File: config.mk
export PLATFORM = sky130hd
export DESIGN_NAME = riot_bus_master
export DESIGN_NICKNAME = d
export VERILOG_FILES = /design/src/rtl/riot_bus_pkg.sv /design/src/rtl/riot_cmd_fifo.sv /design/src/rtl/riot_bus_master.sv
export SDC_FILE = /design/constraint.sdc
export NUM_CORES = 1
export LEC_CHECK = 0
export ABC_CLOCK_PERIOD_IN_PS = 3560
export BUFFER_PORTS_ARGS = -buffer_cell sky130_fd_sc_hd__buf_2
export CORE_MARGIN = 2
export CORE_UTILIZATION = 58
export CTS_CLUSTER_DIAMETER = 200
export DETAILED_ROUTE_END_ITERATION = 10
export PLACE_DENSITY = 0.76
export REMOVE_ABC_BUFFERS = 1
export SLEW_MARGIN = 20
export SYNTH_ARGS = -nofsm -noshare
export SYNTH_HDL_FRONTEND = slang
export SYNTH_HIERARCHICAL = 1
export SYNTH_SLANG_ARGS = --single-unit
export TNS_END_PERCENT = 20
File: constraint.sdc
create_clock -name clk -period 3.56 [get_ports clk]
set_clock_uncertainty 0.2 [all_clocks]
set_input_delay 0.356 -clock clk [delete_from_list [all_inputs] [get_ports clk]]
set_output_delay 0.356 -clock clk [all_outputs]
set_load 0.005 [all_outputs]
File: src/rtl/riot_bus_pkg.sv
// Shared types for the RIOT bus master: host command format and FSM states.
package riot_bus_pkg;

  typedef enum logic [1:0] {
    OP_WRITE    = 2'b00,
    OP_READ     = 2'b01,
    OP_WAIT_IRQ = 2'b10,
    OP_DELAY    = 2'b11
  } riot_op_t;

  typedef struct packed {
    riot_op_t    op;
    logic        ram;
    logic [6:0]  addr;
    logic [7:0]  data;
  } riot_cmd_t;

  typedef enum logic [2:0] {
    ST_IDLE,
    ST_ACCESS,
    ST_CAPTURE,
    ST_WAIT_IRQ,
    ST_DELAY
  } riot_state_t;

  // Commands that produce a response must wait for the response slot to be free.
  function automatic logic needs_rsp(input riot_op_t op);
    return (op == OP_READ) || (op == OP_WAIT_IRQ);
  endfunction

endpackage

File: src/rtl/riot_cmd_fifo.sv
// Command queue: pushes on any clock edge, pops only on PHI2 clock-enable edges.
module riot_cmd_fifo
  import riot_bus_pkg::*;
#(
  parameter int QDEPTH = 4
) (
  input  logic      clk,
  input  logic      res_n,
  input  logic      ce,
  input  logic      push,
  input  riot_cmd_t push_data,
  input  logic      pop,
  output riot_cmd_t head,
  output logic      full,
  output logic      empty
);
  localparam int AW = $clog2(QDEPTH);

  riot_cmd_t   mem_q [QDEPTH];
  logic [AW:0] wr_ptr_q, wr_ptr_d;
  logic [AW:0] rd_ptr_q, rd_ptr_d;
  logic        do_push, do_pop;

  // Extra pointer bit tells a full queue apart from an empty one.
  assign empty   = (wr_ptr_q == rd_ptr_q);
  assign full    = (wr_ptr_q[AW] != rd_ptr_q[AW]) &&
                   (wr_ptr_q[AW-1:0] == rd_ptr_q[AW-1:0]);
  assign do_push = push && !full;
  assign do_pop  = pop && ce && !empty;
  assign head    = mem_q[rd_ptr_q[AW-1:0]];

  always_comb begin
    // NOTE: every always_comb output gets a default first so no latch is inferred.
    wr_ptr_d = wr_ptr_q;
    rd_ptr_d = rd_ptr_q;
    if (do_push) wr_ptr_d = wr_ptr_q + (AW+1)'(1);
    if (do_pop)  rd_ptr_d = rd_ptr_q + (AW+1)'(1);
  end

  always_ff @(posedge clk or negedge res_n) begin
    // NOTE: sequential state uses non-blocking assignments so all flops update together.
    if (!res_n) begin
      wr_ptr_q <= '0;
      rd_ptr_q <= '0;
    end else begin
      wr_ptr_q <= wr_ptr_d;
      rd_ptr_q <= rd_ptr_d;
    end
  end

  // NOTE: storage has no reset; the pointers alone decide which entries are valid.
  always_ff @(posedge clk) begin
    if (do_push) mem_q[wr_ptr_q[AW-1:0]] <= push_data;
  end

endmodule

File: src/rtl/riot_bus_master.sv
// M6532 RIOT bus initiator: queued host commands become PHI2-aligned bus cycles,
// read captures and IRQ waits, answered through a single-entry response register.
module riot_bus_master
  import riot_bus_pkg::*;
#(
  parameter int QDEPTH      = 4,
  parameter int IRQ_TIMEOUT = 4096
) (
  input  logic       clk,
  input  logic       res_n,
  input  logic       ce,
  input  logic       cmd_valid,
  output logic       cmd_ready,
  input  logic [1:0] cmd_op,
  input  logic       cmd_ram,
  input  logic [6:0] cmd_addr,
  input  logic [7:0] cmd_data,
  output logic       rsp_valid,
  input  logic       rsp_ready,
  output logic [7:0] rsp_data,
  output logic       rsp_timeout,
  output logic       busy,
  output logic [6:0] addr,
  output logic       RW_n,
  output logic [7:0] d_out,
  input  logic [7:0] d_in,
  output logic       RS_n,
  output logic       CS1,
  output logic       CS2_n,
  input  logic       IRQ_n
);
  riot_state_t state_q, state_d;
  logic [15:0] cnt_q, cnt_d;
  logic [6:0]  addr_q, addr_d;
  logic [7:0]  d_out_q, d_out_d, rsp_data_q, rsp_data_d;
  logic        rw_n_q, rw_n_d, rs_n_q, rs_n_d, cs_q, cs_d;
  logic        rsp_valid_q, rsp_valid_d, rsp_timeout_q, rsp_timeout_d;
  riot_cmd_t   push_cmd, head;
  logic        fifo_full, fifo_empty, pop, can_issue, issue_slot;

  assign push_cmd = '{op: riot_op_t'(cmd_op), ram: cmd_ram, addr: cmd_addr, data: cmd_data};

  riot_cmd_fifo #(.QDEPTH(QDEPTH)) u_fifo (
    .clk       (clk),
    .res_n     (res_n),
    .ce        (ce),
    .push      (cmd_valid),
    .push_data (push_cmd),
    .pop       (pop),
    .head      (head),
    .full      (fifo_full),
    .empty     (fifo_empty)
  );

  // A finishing write hands the bus straight to the next command so CS stays asserted.
  assign can_issue  = !fifo_empty && !(needs_rsp(head.op) && rsp_valid_q);
  assign issue_slot = (state_q == ST_IDLE) || (state_q == ST_ACCESS && !rw_n_q);

  always_comb begin
    state_d       = state_q;
    cnt_d         = cnt_q;
    addr_d        = addr_q;
    d_out_d       = d_out_q;
    rw_n_d        = rw_n_q;
    rs_n_d        = rs_n_q;
    cs_d          = cs_q;
    rsp_valid_d   = rsp_valid_q;
    rsp_data_d    = rsp_data_q;
    rsp_timeout_d = rsp_timeout_q;
    pop           = 1'b0;

    if (rsp_ready) rsp_valid_d = 1'b0;

    if (ce) begin
      case (state_q)
        ST_IDLE, ST_ACCESS: begin
          if (state_q == ST_ACCESS) begin
            cs_d    = 1'b0;
            rw_n_d  = 1'b1;
            state_d = rw_n_q ? ST_CAPTURE : ST_IDLE;
          end
          if (issue_slot && can_issue) begin
            pop = 1'b1;
            case (head.op)
              OP_WRITE, OP_READ: begin
                addr_d  = head.addr;
                rs_n_d  = ~head.ram;
                rw_n_d  = (head.op == OP_READ);
                if (head.op == OP_WRITE) d_out_d = head.data;
                cs_d    = 1'b1;
                state_d = ST_ACCESS;
              end
              OP_WAIT_IRQ: begin
                cnt_d   = 16'(IRQ_TIMEOUT);
                state_d = ST_WAIT_IRQ;
              end
              default: begin
                cnt_d   = {8'h00, head.data};
                state_d = ST_DELAY;
              end
            endcase
          end
        end
        ST_CAPTURE: begin
          rsp_valid_d   = 1'b1;
          rsp_data_d    = d_in;
          rsp_timeout_d = 1'b0;
          state_d       = ST_IDLE;
        end
        ST_WAIT_IRQ: begin
          // An IRQ seen on the expiry edge still wins over the timeout.
          if (!IRQ_n || cnt_q == 16'd1) begin
            rsp_valid_d   = 1'b1;
            rsp_data_d    = 8'h00;
            rsp_timeout_d = IRQ_n;
            state_d       = ST_IDLE;
          end
          cnt_d = cnt_q - 16'd1;
        end
        ST_DELAY: begin
          if (cnt_q <= 16'd1) state_d = ST_IDLE;
          else                cnt_d   = cnt_q - 16'd1;
        end
        default: state_d = ST_IDLE;
      endcase
    end
  end

  always_ff @(posedge clk or negedge res_n) begin
    if (!res_n) begin
      state_q       <= ST_IDLE;
      cnt_q         <= '0;
      addr_q        <= '0;
      d_out_q       <= '0;
      rw_n_q        <= 1'b1;
      rs_n_q        <= 1'b1;
      cs_q          <= 1'b0;
      rsp_valid_q   <= 1'b0;
      rsp_data_q    <= '0;
      rsp_timeout_q <= 1'b0;
    end else begin
      state_q       <= state_d;
      cnt_q         <= cnt_d;
      addr_q        <= addr_d;
      d_out_q       <= d_out_d;
      rw_n_q        <= rw_n_d;
      rs_n_q        <= rs_n_d;
      cs_q          <= cs_d;
      rsp_valid_q   <= rsp_valid_d;
      rsp_data_q    <= rsp_data_d;
      rsp_timeout_q <= rsp_timeout_d;
    end
  end

  assign cmd_ready   = !fifo_full;
  assign busy        = !fifo_empty || (state_q != ST_IDLE);
  assign rsp_valid   = rsp_valid_q;
  assign rsp_data    = rsp_data_q;
  assign rsp_timeout = rsp_timeout_q;
  assign addr        = addr_q;
  assign RW_n        = rw_n_q;
  assign d_out       = d_out_q;
  assign RS_n        = rs_n_q;
  assign CS1         = cs_q;
  assign CS2_n       = ~cs_q;

endmodule
==> flow_summary_export.csv, run 1 <==
group,metric,value,unit
status,status,"finished, final reports clean",
placement,hpwlAfterDp,7490,um
detailed_routing,postRouteAntennaNets,0,
worst_setup_path,critPathMaxFanout,10,
detailed_routing,drt_pass1_iterations,4,
grt,grt.overflow.total,0,
flow_run,drv_cap,0,
sta,hold_violations,0,
pwr,max-vdd-ir-drop,0.579,mV
synthesis,synthArstFlopShare,42.4,%
placement,gp_congestion,0.841,
worst_setup_path,path_buf_inv,1,
synthesis,yosysUniqueCellTypes,55,
worst_setup_path,crit_family,"multiplexers",
placement,placed_area,0.00600,mm2
clocking,cts.sinks,125,
detailed_routing,routedWlPerCell,19.1,um
layout,drive_gt1_share,28.4,%
detailed_routing,route.vias.total,3759,
clocking,clkTransAtPathRegs,0.06,ns
sta,fin_ws,0.288,ns
sta,slew_headroom,33.5,%
layout,fillers,563,
floorplanning,io_pins,63,
sta,period_minus_slack,3.27,ns
grt,grt_pass1_vias,3832,
worst_setup_path,max_stage_delay,0.59,ns
sta,tightest_slew,0.998,ns
worst_setup_path,endpoint_kind,"flip-flop",
layout,utilization,74.9,%
clocking,clk_latency,0.53,ns
floorplanning,die_area,0.0103,mm2
synthesis,synth_area,0.00554,mm2
floorplanning,core.rowCount,35,
detailed_routing,via_per_inst,5.82,
sta,min_period_over_period,91.9,%
worst_setup_path,reg2reg_from,"u_fifo/rd_ptr_q[0]$_DFFE_PN0P_",
worst_setup_path,cp.required,3.76,ns
sta,maxSlewViolCount,0,
grt,grt_start_max_net_pins,37,
sta,final.setup.tns,0,ns
layout,diodes,0,
pwr,powerDensity,920,mW/mm2
sta,rsz0062_at_grt,"false",
clocking,numCtsBuffers,17,
worst_setup_path,cp.arrival,3.48,ns
detailed_routing,finalWirelength,12300,um
grt,grt_usage,26.2,%
floorplanning,start_util,59.9,%
placement,io_buffers,62,
hold_path,hold_start,"ce",
hold_path,hold_path_class,"input pin to flip-flop",
clocking,ctsResizeCount,0,
floorplanning,die_w,102,um
worst_setup_path,crit_slowest_cell,"mux4_2",
layout,syn2layout_area_growth,25.0,%
worst_setup_path,crit_type,"flip-flop to flip-flop",
synthesis,syn_avg_cell_area,14.0,um2
floorplanning,core-area,0.00924,mm2
pwr,p_leak,2.78,nW
detailed_routing,dr.first_iter.drc_count,213,
synthesis,synth-edff-count,72,
sta,final-setup-viol-count,0,
synthesis,ys_warn_count,6,
clocking,clockRootBuffer,"clkbuf_8",
clocking,htree_levels,4,
grt,antenna_found_initial,0,
worst_setup_path,start_kind,"flip-flop",
worst_setup_path,crit_path_start,"u_fifo/rd_ptr_q[0]$_DFFE_PN0P_",
placement,dpl_worst_slack,0.317,ns
worst_setup_path,crit_chain,"mux4_2 > inv_1 > ha_1 > a221o_1 > nor2_1 > nand2_1 > mux2_2",
clocking,cts_tree,"built",
sta,fmax,306,MHz
synthesis,ys_ff_latch,125,
synthesis,synthCells,397,
layout,design_area,0.00693,mm2
synthesis,ys_seq_area_share,63.0,%
layout,num-nets-final,547,
grt,grt_pass1_wl,19800,um
synthesis,ys.flop_type,"edfxtp_1",
floorplanning,die-height,102,um
clocking,cts_max_path_buffers,2,
detailed_routing,drc,0,
==> per-stage QoR <==
stage	cells	total power, mW	hold WS, ns
CTS	645	6.36	0.0701
finish	646	6.37	0.0958
global route	646	6.73	0.137
floorplan	385	3.77	-0.140
detailed placement	583	4.49	0.265
global placement	583	4.39	0.257
==> kinds of logic after synthesis <==
family	synth area share, %
adder cells (fa/ha/maj)	2.48
XOR/XNOR	1.42
AO/OA/AOI/OAI	10.7
flip-flops	63.0
buffers and inverters	2.42
multiplexers	11.0
AND/OR/NAND/NOR	8.99
==> final cells by class <==
cell class	instances	area, um2	share of cell area, %
well taps	129	161	2.33
flip-flops and latches	125	3490	50.4
clock inverters	12	188	2.71
clock buffers	20	425	6.14
multi-input cells	240	1910	27.6
inverters	20	75.1	1.08
repair buffers	100	671	9.68
==> worst paths after layout <==
check,depth (start not counted),end,slack (ns)
min in group asynchronous,2,cnt_q[10]$_DFFE_PN0P_,0.26
worst max register to register,7,addr[0]$_DFFE_PN0P_,0.29
worst max-delay path,7,addr[0]$_DFFE_PN0P_,0.29
worst min register to register,2,rsp_data[3]$_DFFE_PN0P_,0.28
worst min-delay path,2,rsp_timeout$_DFFE_PN0P_,0.1
max in group asynchronous,3,RW_n$_DFFE_PN1P_,2.15
==> placed cells by master (no fill, tap or decap), types with 5 or more instances in the layout <==
cell type / n
a21oi_1: 17
nand3_1: 11
nor3_1: 5
o21ai_0: 29
mux4_2: 18
buf_4: 8
xnor2_1: 5
ha_1: 11
nor2_1: 11
dfrtp_1: 51
a2bb2oi_1: 5
buf_2: 62
o31ai_1: 5
nand2_1: 38
or4_1: 6
clkbuf_16: 16
edfxtp_1: 72
dlygate4sd3_1: 30
inv_1: 20
mux2_2: 15
a31oi_1: 5
==> state kept, by name, summed over array words and instances (netlist names) <==
signal and count:
CS1 1, cnt_q 16, RW_n 1, u_fifo/wr_ptr_q 3, state_q 3, rsp_data 8, u_fifo/mem_q 72, addr 7
rsp_timeout 1, RS_n 1, u_fifo/rd_ptr_q 3, d_out 8, rsp_valid 1
==> synth_stat cells (all sizes together) (3+ instances only) <==
cell type	count	area, um2
edfxtp	72	2160
dfrtp	51	1280
nand2	38	143
o21ai	29	145
inv	20	75.1
mux4	18	405
a21oi	17	85.1
mux2	17	191
ha	11	138
nand3	11	55.1
nor2	11	41.3
clkbuf	8	30.0
or4	8	67.6
o31ai	6	50.1
a2bb2oi	5	43.8
a31oi	5	31.3
nor3	5	25.0
xnor2	5	43.8
and3	4	25.0
buf	4	28.8
o211ai	4	30.0
o311ai	4	35.0
or3b	4	35.0
xor2	4	35.0
o2bb2ai	3	26.3
or2	3	21.3
==> per-layer routing <==
| layer | part of all wire [%] | global-route usage (%) | routed length [um] |
|---|---|---|---|
| met5 | 0 | 0 | 0 |
| met1 | 42 | 33.0 | 5120 |
| met4 | 1.7 | 11.5 | 211 |
| met3 | 5.2 | 5.80 | 647 |
| met2 | 52 | 43.8 | 6350 |
==> power breakdown <==
part           switching [mW]  internal (mW)
clock network           0.653           1.15
logic                    1.21          0.985
registers               0.345           2.03
==> repair_timing <==
item                      4_1_cts  5_1_grt
hold endpoints to repair      119        0
setup buffers                   0        0
hold buffers                   30        0
Power figures use the tool's default switching activity.
==> run 2, diff against run 1 <==
- MAX_ROUTING_LAYER: default -> met4
==> flow_summary_export.csv, run 2 (synthesis results as in run 1) <==
group,metric,value,unit
pwr,p_leak,2.78,nW
floorplanning,die-height,102,um
pwr,max-vdd-ir-drop,0.583,mV
layout,drive_gt1_share,28.4,%
detailed_routing,finalWirelength,12300,um
detailed_routing,postRouteAntennaNets,0,
clocking,clk_latency,0.53,ns
worst_setup_path,reg2reg_from,"u_fifo/rd_ptr_q[0]$_DFFE_PN0P_",
grt,grt.overflow.total,0,
clocking,post-cts-setup-buffer-count,0,
floorplanning,core.rowCount,35,
grt,grt_start_max_net_pins,37,
grt,grt_usage,27.2,%
floorplanning,die_area,0.0103,mm2
clocking,clockRootBuffer,"clkbuf_8",
detailed_routing,dr.first_iter.drc_count,201,
clocking,clkTransAtPathRegs,0.06,ns
sta,rsz0062_at_grt,"false",
layout,largest_reg_flops,72,
grt,antenna_found_initial,0,
sta,final.setup.tns,0,ns
worst_setup_path,crit_chain,"mux4_2 > inv_1 > ha_1 > a221o_1 > nor2_1 > nand2_1 > mux2_2",
floorplanning,die_w,102,um
sta,slew_headroom,32.5,%
worst_setup_path,start_kind,"flip-flop",
status,status,"finished, final reports clean",
worst_setup_path,r2r_end,"addr[0]$_DFFE_PN0P_",
floorplanning,io_pins,63,
worst_setup_path,crit_cells,7,
clocking,cts_max_path_buffers,2,
grt,grt_pass1_vias,3841,
sta,hold_violations,0,
worst_setup_path,worstRegToRegCells,7,
worst_setup_path,r2r_slack,0.29,ns
worst_setup_path,path_buf_inv,1,
worst_setup_path,endpoint_kind,"flip-flop",
worst_setup_path,crit_type,"flip-flop to flip-flop",
detailed_routing,drt_pass1_iterations,4,
detailed_routing,via_per_inst,5.81,
placement,dpl_worst_slack,0.317,ns
sta,min_period_over_period,91.9,%
clocking,cts_hold_buf,30,
detailed_routing,drc,0,
worst_setup_path,cp.arrival,3.48,ns
sta,tightest_slew,1.01,ns
worst_setup_path,cp-endpoint,"addr[0]$_DFFE_PN0P_",
sta,period_minus_slack,3.27,ns
worst_setup_path,cp.required,3.77,ns
worst_setup_path,critPathMaxFanout,10,
clocking,cts_tree,"built",
worst_setup_path,crit_path_start,"u_fifo/rd_ptr_q[0]$_DFFE_PN0P_",
layout,diodes,0,
sta,fmax,306,MHz
layout,finalNonFillerCells,646,
floorplanning,start_util,59.9,%
hold_path,hold_path_class,"input pin to flip-flop",
layout,layout_common_cells,"72 x edfxtp_1, 62 x buf_2, 51 x dfrtp_1, 38 x nand2_1, 30 x dlygate4sd3_1",
worst_setup_path,crit_slowest_cell,"mux4_2",
clocking,htree_levels,4,
grt,grt_pass1_wl,19800,um
detailed_routing,route.vias.total,3753,
sta,fin_ws,0.289,ns
clocking,ctsResizeCount,0,
sta,maxSlewViolCount,0,
worst_setup_path,max_stage_delay,0.59,ns
worst_setup_path,crit_family,"multiplexers",
layout,syn2layout_area_growth,25.0,%
pwr,powerDensity,919,mW/mm2
detailed_routing,routedWlPerCell,19.1,um
placement,gp_congestion,0.854,
layout,num-nets-final,547,
clocking,numCtsBuffers,17,
flow_run,drv_cap,0,
placement,hpwlAfterDp,7490,um
layout,layout_commonest_cell,"edfxtp_1",
sta,final-setup-viol-count,0,
clocking,cts.sinks,125,
placement,dp_cells,583,
floorplanning,core-area,0.00924,mm2
placement,io_buffers,62,
## run 2: power breakdown
part	leakage, nW	switching, mW	internal, mW
Clock	0.290	0.652	1.15
Combinational	1.18	1.21	0.984
Sequential	1.31	0.344	2.03
Total	2.78	2.20	4.16
## run 2: worst register-to-register path, stage by stage (launching register included)
cell and delay [ns]:
dfrtp_1 0.53, mux4_2 0.59, inv_1 0.13, ha_1 0.25
a221o_1 0.38, nor2_1 0.29, nand2_1 0.36, mux2_2 0.42
## run 2: how the worst min path moves through the flow
stage                                 start                      end  slack (ns)  cells past startpoint
global route                             ce    cnt_q[14]$_DFFE_PN0P_        0.13                      3
detailed placement    cnt_q[15]$_DFFE_PN0P_    cnt_q[15]$_DFFE_PN0P_        0.26                      1
finish                                   ce  rsp_timeout$_DFFE_PN0P_         0.1                      2
global placement    rsp_data[5]$_DFFE_PN0P_  rsp_data[5]$_DFFE_PN0P_        0.26                      2
floorplan                             res_n          CS1$_DFFE_PN0P_       -0.14                      0
CTS                                      ce  rsp_timeout$_DFFE_PN0P_        0.07                      2
## run 2: layout make-up
class                           count  area, um2
Clock inverter                     12        188
Inverter                           20       75.1
Fill cell                         563       2310
Multi-Input combinational cell    240       1910
Sequential cell                   125       3490
Tap cell                          129        161
Clock buffer                       20        425
Timing Repair Buffer              100        671
## run 2: per-stage QoR
step / power (mW) / util (%) / hold slack, ns / cell area (um2)
after floorplan: 3.77 / - / -0.140 / 5480
after global placement: 4.39 / 65.0 / 0.257 / 6000
after detailed placement: 4.49 / 65.0 / 0.265 / 6000
after CTS: 6.36 / 74.9 / 0.0701 / 6920
after global routing: 6.74 / 74.9 / 0.126 / 6930
final: 6.36 / 74.9 / 0.0981 / 6930
## run 2: per-layer routing
metal	vias up	GRT usage [%]	wire length [um]
li1	1743	-	-
met1	1871	33.2	5120
met2	124	44.2	6430
met3	15	7.73	656
met4	0	8.52	108
met5	-	-	0
==> run 3, diff against run 2 <==
- PLACE_DENSITY: 0.76 -> 0.84
==> flow_summary_export.csv, run 3 (synthesis results as in run 1) <==
group,metric,value,unit
detailed_routing,drc,0,
floorplanning,core.rowCount,35,
sta,hold_violations,0,
clocking,clockRootBuffer,"clkbuf_8",
hold_path,hold_path_class,"input pin to flip-flop",
sta,period_minus_slack,3.35,ns
pwr,powerDensity,919,mW/mm2
layout,layout_commonest_cell,"edfxtp_1",
grt,grt_pass1_vias,3845,
grt,grt_usage,26.7,%
sta,tightest_slew,1.03,ns
worst_setup_path,reg2reg_from,"u_fifo/rd_ptr_q[0]$_DFFE_PN0P_",
status,status,"finished, final reports clean",
layout,diodes,0,
floorplanning,die_area,0.0103,mm2
layout,syn2layout_area_growth,24.6,%
detailed_routing,via_per_inst,5.95,
flow_run,drv_cap,0,
layout,finalNonFillerCells,643,
layout,layout_common_cells,"72 x edfxtp_1, 62 x buf_2, 51 x dfrtp_1, 38 x nand2_1, 30 x dlygate4sd3_1",
worst_setup_path,r2r_slack,0.21,ns
grt,grt_pass1_wl,19500,um
clocking,ctsResizeCount,0,
clocking,cts.sinks,125,
placement,gp_congestion,0.868,
grt,antenna_found_initial,0,
sta,rsz0062_at_grt,"false",
sta,slew_headroom,31.5,%
layout,drive_gt1_share,28.6,%
pwr,p_total,6.34,mW
clocking,cts_hold_buf,30,
worst_setup_path,cp.arrival,3.58,ns
detailed_routing,dr.first_iter.drc_count,231,
placement,dpl_worst_slack,0.297,ns
detailed_routing,postRouteAntennaNets,0,
clocking,clkTransAtPathRegs,0.07,ns
worst_setup_path,start_kind,"flip-flop",
floorplanning,io_pins,63,
detailed_routing,route.vias.total,3823,
clocking,cts_max_path_buffers,2,
worst_setup_path,crit_path_start,"u_fifo/rd_ptr_q[0]$_DFFE_PN0P_",
worst_setup_path,cp.required,3.79,ns
grt,grt_start_max_net_pins,44,
floorplanning,start_util,59.9,%
worst_setup_path,critPathMaxFanout,9,
clocking,cts_tree,"built",
clocking,htree_levels,4,
grt,grt.overflow.total,0,
worst_setup_path,worstRegToRegCells,8,
clocking,clk_latency,0.52,ns
placement,hpwlAfterDp,7250,um
sta,fmax,299,MHz
worst_setup_path,crit_type,"flip-flop to flip-flop",
pwr,max-vdd-ir-drop,0.558,mV
floorplanning,die_w,102,um
detailed_routing,drt_pass1_iterations,4,
sta,min_period_over_period,94.0,%
sta,final-setup-viol-count,0,
placement,dp_cells,581,
sta,fin_ws,0.214,ns
sta,hold_ws,0.0947,ns
layout,num-nets-final,544,
worst_setup_path,endpoint_kind,"flip-flop",
sta,maxSlewViolCount,0,
sta,final.setup.tns,0,ns
clocking,numCtsBuffers,17,
floorplanning,core-area,0.00924,mm2
layout,largest_reg_flops,72,
layout,utilization,74.7,%
floorplanning,die-height,102,um
detailed_routing,routedWlPerCell,19.3,um
pwr,p_leak,2.77,nW
placement,io_buffers,62,
worst_setup_path,cp-endpoint,"cnt_q[1]$_DFFE_PN0P_",
worst_setup_path,r2r_end,"cnt_q[1]$_DFFE_PN0P_",
placement,placed_area,0.00599,mm2
detailed_routing,finalWirelength,12400,um
layout,design_area,0.00690,mm2
clocking,post-cts-setup-buffer-count,0,
## run 3: changes by cell type in the layout (fill, tap and decap cells not counted), sizes merged
cell	previous run	this run
clkbuf	20	17
buf	70	67
clkinv	4	1
inv	22	29
bufinv	4	3
## run 3: worst min path at each step
stage                       startpoint                 endpoint  slack [ns]  depth (start not counted)
6_report                            ce  rsp_timeout$_DFFE_PN0P_        0.09                          2
5_1_grt                             ce  rsp_timeout$_DFFE_PN0P_        0.13                          2
4_1_cts                             ce  rsp_timeout$_DFFE_PN0P_        0.08                          2
3_5_place_dp     cnt_q[15]$_DFFE_PN0P_    cnt_q[15]$_DFFE_PN0P_        0.26                          1
3_3_place_gp   rsp_data[5]$_DFFE_PN0P_  rsp_data[5]$_DFFE_PN0P_        0.26                          2
2_1_floorplan                    res_n          CS1$_DFFE_PN0P_       -0.14                          0
## run 3: layout make-up
cell class | instances | area [um2]
multi-input cells | 240 | 1910
fillers | 536 | 2340
clock buffers | 17 | 414
inverters | 20 | 75.1
repair buffers | 97 | 648
flip-flops and latches | 125 | 3490
well taps | 129 | 161
clock inverters | 15 | 198
## run 3: where the power goes
group | internal (mW) | leakage, nW | switching (mW)
combinational | 0.971 | 1.16 | 1.18
clock | 1.09 | 0.295 | 0.706
sequential | 2.03 | 1.31 | 0.362
## run 3: worst max-delay path: stages (launching register included)
cell,delay [ns]
dfrtp_1,0.52
mux4_2,0.59
inv_1,0.13
ha_1,0.26
a221o_1,0.39
o31ai_1,0.28
nand2_1,0.28
a21boi_4,0.37
mux2i_1,0.24
## run 3: metal layers
layer	vias up	share of wire, %	routed length (um)	GRT usage [%]
met2	181	52	6420	43.4
met4	0	1.5	191	9.67
met5	-	0	0	-
li1	1735	-	-	-
met1	1889	40	4950	32.7
met3	18	7.1	881	6.49
